<file path="config.mk">
export PLATFORM = sky130hd
export DESIGN_NAME = romtest_rom
export DESIGN_NICKNAME = d
export VERILOG_FILES = /design/src/rtl/romtest_rom.sv
export SDC_FILE = /design/constraint.sdc
export NUM_CORES = 2
export LEC_CHECK = 0
export CAP_MARGIN = 15
export CORE_ASPECT_RATIO = 0.5
export CORE_UTILIZATION = 25
export CTS_BUF_LIST = sky130_fd_sc_hd__clkbuf_4 sky130_fd_sc_hd__clkbuf_8
export CTS_CLUSTER_DIAMETER = 100
export DETAILED_ROUTE_END_ITERATION = 10
export RECOVER_POWER = 100
export SLEW_MARGIN = 10
export SYNTH_ARGS = -nofsm -noshare
export SYNTH_HDL_FRONTEND = slang
export SYNTH_SLANG_ARGS = --single-unit
export TNS_END_PERCENT = 10
</file>
<file path="constraint.sdc">
create_clock -name clk -period 3.7 [get_ports clk]
set_clock_uncertainty 0.05 [all_clocks]
set_input_delay 0.74 -clock clk [delete_from_list [all_inputs] [get_ports clk]]
set_output_delay 0.74 -clock clk [all_outputs]
set_load 0.01 [all_outputs]
</file>
<file path="src/rtl/romtest_rom.sv">
// Loadable ROM: streamed fill in address order, then 1-cycle registered reads.
// Optional trailer checksum check enabled by ROMTEST_ROM_CHECKSUM_EN.
module romtest_rom #(
  parameter int DATA_WIDTH = 8,
  parameter int ADDR_WIDTH = 8
) (
  input  logic                  clk,
  input  logic                  rst_n,
  input  logic                  load_valid,
  output logic                  load_ready,
  input  logic [DATA_WIDTH-1:0] load_data,
  output logic                  rom_ready,
  output logic                  load_err,
  input  logic [ADDR_WIDTH-1:0] addr,
  output logic [DATA_WIDTH-1:0] dout
);

  localparam int DEPTH = 2 ** ADDR_WIDTH;
  localparam logic [ADDR_WIDTH:0] LAST = (ADDR_WIDTH + 1)'(DEPTH - 1);

`ifdef ROMTEST_ROM_CHECKSUM_EN
  typedef enum logic [1:0] {
    S_LOAD,
    S_CHECK,
    S_SERVE
  } state_t;
`else
  typedef enum logic [1:0] {
    S_LOAD,
    S_SERVE
  } state_t;
`endif

  state_t                state_q, state_d;
  logic [ADDR_WIDTH:0]   wptr_q, wptr_d;
  logic [DATA_WIDTH-1:0] dout_q, dout_d;
  logic [DATA_WIDTH-1:0] mem [DEPTH];
  logic                  accept;
  logic                  mem_we;

`ifdef ROMTEST_ROM_CHECKSUM_EN
  logic [7:0] acc_q, acc_d;
  logic       err_q, err_d;
  logic [7:0] byte_lo;

  assign byte_lo  = 8'(load_data);
  assign load_err = err_q;
`else
  assign load_err = 1'b0;
`endif

  assign load_ready = (state_q != S_SERVE);
  assign rom_ready  = (state_q == S_SERVE);
  assign accept     = load_valid & load_ready;
  assign dout       = dout_q;

  always_comb begin
    state_d = state_q;
    wptr_d  = wptr_q;
    mem_we  = 1'b0;
`ifdef ROMTEST_ROM_CHECKSUM_EN
    acc_d   = acc_q;
    err_d   = err_q;
`endif
    dout_d  = rom_ready ? mem[addr] : '0;
    unique case (state_q)
      S_LOAD: begin
        if (accept) begin
          mem_we = 1'b1;
          wptr_d = wptr_q + 1'b1;
`ifdef ROMTEST_ROM_CHECKSUM_EN
          acc_d  = acc_q + byte_lo;
          if (wptr_q == LAST) state_d = S_CHECK;
`else
          if (wptr_q == LAST) state_d = S_SERVE;
`endif
        end
      end
`ifdef ROMTEST_ROM_CHECKSUM_EN
      S_CHECK: begin
        if (accept) begin
          if (byte_lo != acc_q) err_d = 1'b1;
          state_d = S_SERVE;
        end
      end
`endif
      S_SERVE: state_d = S_SERVE;
      default: state_d = S_LOAD;
    endcase
  end

  always_ff @(posedge clk) begin
    if (!rst_n) begin
      state_q <= S_LOAD;
      wptr_q  <= '0;
      dout_q  <= '0;
`ifdef ROMTEST_ROM_CHECKSUM_EN
      acc_q   <= '0;
      err_q   <= 1'b0;
`endif
    end else begin
      state_q <= state_d;
      wptr_q  <= wptr_d;
      dout_q  <= dout_d;
`ifdef ROMTEST_ROM_CHECKSUM_EN
      acc_q   <= acc_d;
      err_q   <= err_d;
`endif
    end
  end

  // Storage is not cleared by reset; a byte arriving with reset is dropped.
  always_ff @(posedge clk) begin
    if (rst_n && mem_we) mem[wptr_q[ADDR_WIDTH-1:0]] <= load_data;
  end

endmodule

</file>
==> summary.txt <==
Final layout
  • Share of cells above drive strength 1: 0.225
  • Commonest non-fill, non-tap cell in the layout: edfxtp_1
  • Finished Core Util: 0.294
  • Sequential cell area: 61900 um^2
  • Area delta synth->final: 17.1%
  • Layout Nets: 4796
  • Most frequent cells in the layout: 2048 x edfxtp_1, 358 x clkbuf_8, 315 x clkbuf_1
  • Fill cell count: 32036
  • Area occupied by multi-input gates: 17900 um^2

Placement
  • DP HPWL: 154 mm
  • Placer congestion estimate: 0.919
  • Number of I/O port buffers: 28

Synthesis
  • Mapped Cells: 4064
  • Yosys reg bits: 2066
  • Post-synthesis sequential area ratio: 0.755
  • Dominant cell type by area after synthesis: edfxtp_1
  • FFs w/ async S/R, synth: 0
  • Syn nets: 4088
  • Yosys top cell area share: 0.751
  • Netlist cell types: 90
  • Syn Std Cell Area: 81900 um^2
  • Syn Area/Cell: 20.2 um^2
  • EDFF count, synth: 2048
  • Synth area leaders: edfxtp_1 75%, mux4_2 7.7%, mux2i_1 3.5%
  • Synth warn: 0
  • Prevailing post-synth register cell: edfxtp_1

Power and ir drop
  • Leakage power: 29.9 nW
  • Pwr dens: 493 nW/um^2
  • Comb pwr share: 0.052
  • Net Sw Frac: 0.222
  • Sequential Power Share: 0.545
  • Pwr Total: 0.0473 W
  • Internal power: 0.0368 W
  • Clk pwr share: 0.403
  • NetSw: 0.0105 W
  • Max rail drop VDD: 411 uV

Die
  • Die Span X: 811 um
  • Row count: 148
  • Die Y: 407 um
  • Core area: 326000 um^2
  • Die area: 330000 um^2
  • # IOs: 30
  • Initial Utilization: 0.252

Clock network
  • Hold_buf cts: 0
  • Clk_lat worst skew: 1.03 ns
  • Post-CTS setup buffers: 0
  • Worst-path clk slew: 0.06 ns
  • Root buf cell: clkbuf_8
  • Clk buf depth: 4
  • CTS tree: done
  • CTS resizes: 0
  • Clock Sinks: 2066
  • Cts bufs inserted: 347
  • H-Tree Depth: 5

Timing
  • Final setup fails: 0
  • Endpoints failing hold: 0
  • Fmax: 0.300 GHz
  • Worst slew pin tran: 3.27 ns
  • Final Critical Period: 3.34 ns
  • Max transition margin: -1.18
  • Fin. max-slew vios: 687
  • TNS Setup: 0 ns
  • Final period util: 0.902
  • RSZ-0062 raised after global routing: no

Worst setup path
  • R2r startpoint: state_q[0]$_SDFFE_PN0P_
  • Startpoint Class: flop
  • CP startpoint: state_q[0]$_SDFFE_PN0P_
  • Critical path arrival: 3.94 ns
  • Critical path class: flop to flop
  • CP required: 4.30 ns
  • CP Max Fanout: 15
  • Worst setup EP type: flop

Route
  • Mean routed wirelength per cell: 24.8 um
  • Residual DRC: 0
  • Routed vias/inst: 4.73
  • Final WL: 233 mm
  • Initial DRC count: 6056
  • Routed via count: 44368
  • Antenna viol nets, final: 0
  • Drt first pass iters: 6

Flow run
  • Max-Cap Viols: 10

Global route
  • Grt ovf: 0
  • First-pass GRT wire length: 327 mm
  • Global Route Usage Sum: 0.137
  • Initial antenna violation count: 10
  • Vias in the first global route: 43341
  • Largest net degree at the start of global routing: 103

Outcome
  • Failing checks: capacitance limit, slew limit
  • Outcome: finished with violations

Min path
  • Hold_sp: wptr_q[8]$_SDFFE_PN0P_
  • Min-Delay Path Class: flop to flop
==> power by group through the flow <==
stage               logic, W  registers, W  clock network, W
floorplan            0.00124        0.0262                 0
global placement     0.00244        0.0262                 0
detailed placement   0.00246        0.0262                 0
CTS                  0.00247        0.0257            0.0194
global route         0.00254        0.0257            0.0204
finish               0.00244        0.0258            0.0191
==> final cells by class <==
class | instances | share of cell area
Multi-Input combinational cell | 1727 | 0.186
Sequential cell | 2066 | 0.645
Clock inverter | 132 | 0.00670
Tap cell | 4350 | 0.0568
Antenna cell | 8 | 0.000209
Inverter | 6 | 0.000261
Timing Repair Buffer | 624 | 0.0447
Clock buffer | 463 | 0.0596
==> metrics by stage <==
step	instance area [um^2]	hold slack, ns	setup slack, ns	instances
after floorplan	81900	0.422	0.839	4064
after global placement	90900	0.431	-0.0221	8773
after detailed placement	90900	0.443	-0.0509	8773
after CTS	97200	0.0924	0.543	9368
after global routing	95900	0.426	0.304	9371
final	95900	0.463	0.361	9376
==> metal layers <==
layer / track usage / vias to the layer above / wire length, um
li1: - / 18406 / -
met1: 0.185 / 23231 / 95100
met2: 0.214 / 2295 / 106000
met3: 0.0359 / 436 / 23700
met4: 0.0473 / 0 / 8310
met5: 0 / - / 0
==> cells by family (layout without fill, tap and decap cells) <==
group                      count (synthesis)  after routing  share of synthesized area
AOI/OAI and AO/OA                        438            438                     0.0391
xor gates and xnor gates                   7              7                   0.000749
adders and majority gates                  5              5                   0.000764
buffers and inverters                    271           1225                     0.0269
DFF                                     2066           2066                      0.755
muxes                                    673            673                      0.142
other                                      1              9                  0.0000458
and+or+nand+nor                          603            603                     0.0352
==> cells in the mapped netlist, drive strengths merged, types with 10 or more instances <==
library cell  count
o22ai            81
a2111oi          10
nor2b            19
clkbuf           99
or3              21
nor2            279
o221ai           91
mux2i           288
nand3            50
nor4             21
nor3             47
buf             165
a21oi            53
nand2            70
edfxtp         2048
a22oi            36
and2             25
a221oi           12
o2111ai          11
dfxtp            18
mux2             21
a211oi           32
mux4            364
nand4            19
o21ai            54
==> worst paths after layout <==
check        slack (ns)                endpoint  cells after the start
min reg2reg        0.46  wptr_q[8]$_SDFFE_PN0P_                      1
max reg2reg        0.36   mem[123][4]$_DFFE_PP_                      6
max                0.36   mem[123][4]$_DFFE_PP_                      6
min                0.46  wptr_q[8]$_SDFFE_PN0P_                      1
==> flip-flops by register name, indices dropped and copies added (netlist names) <==
name and count:
wptr_q 9, dout 8, mem 2048, state_q 1
==> worst max-delay path, stage by stage (launching register included) <==
cell and delay [ns]:
dfxtp_1 0.44, nor2b_1 0.22, and2_0 0.58, nand3_1 0.23, clkbuf_2 0.63, nor2_1 0.36
clkbuf_1 0.43
Power figures use the tool's default switching activity.
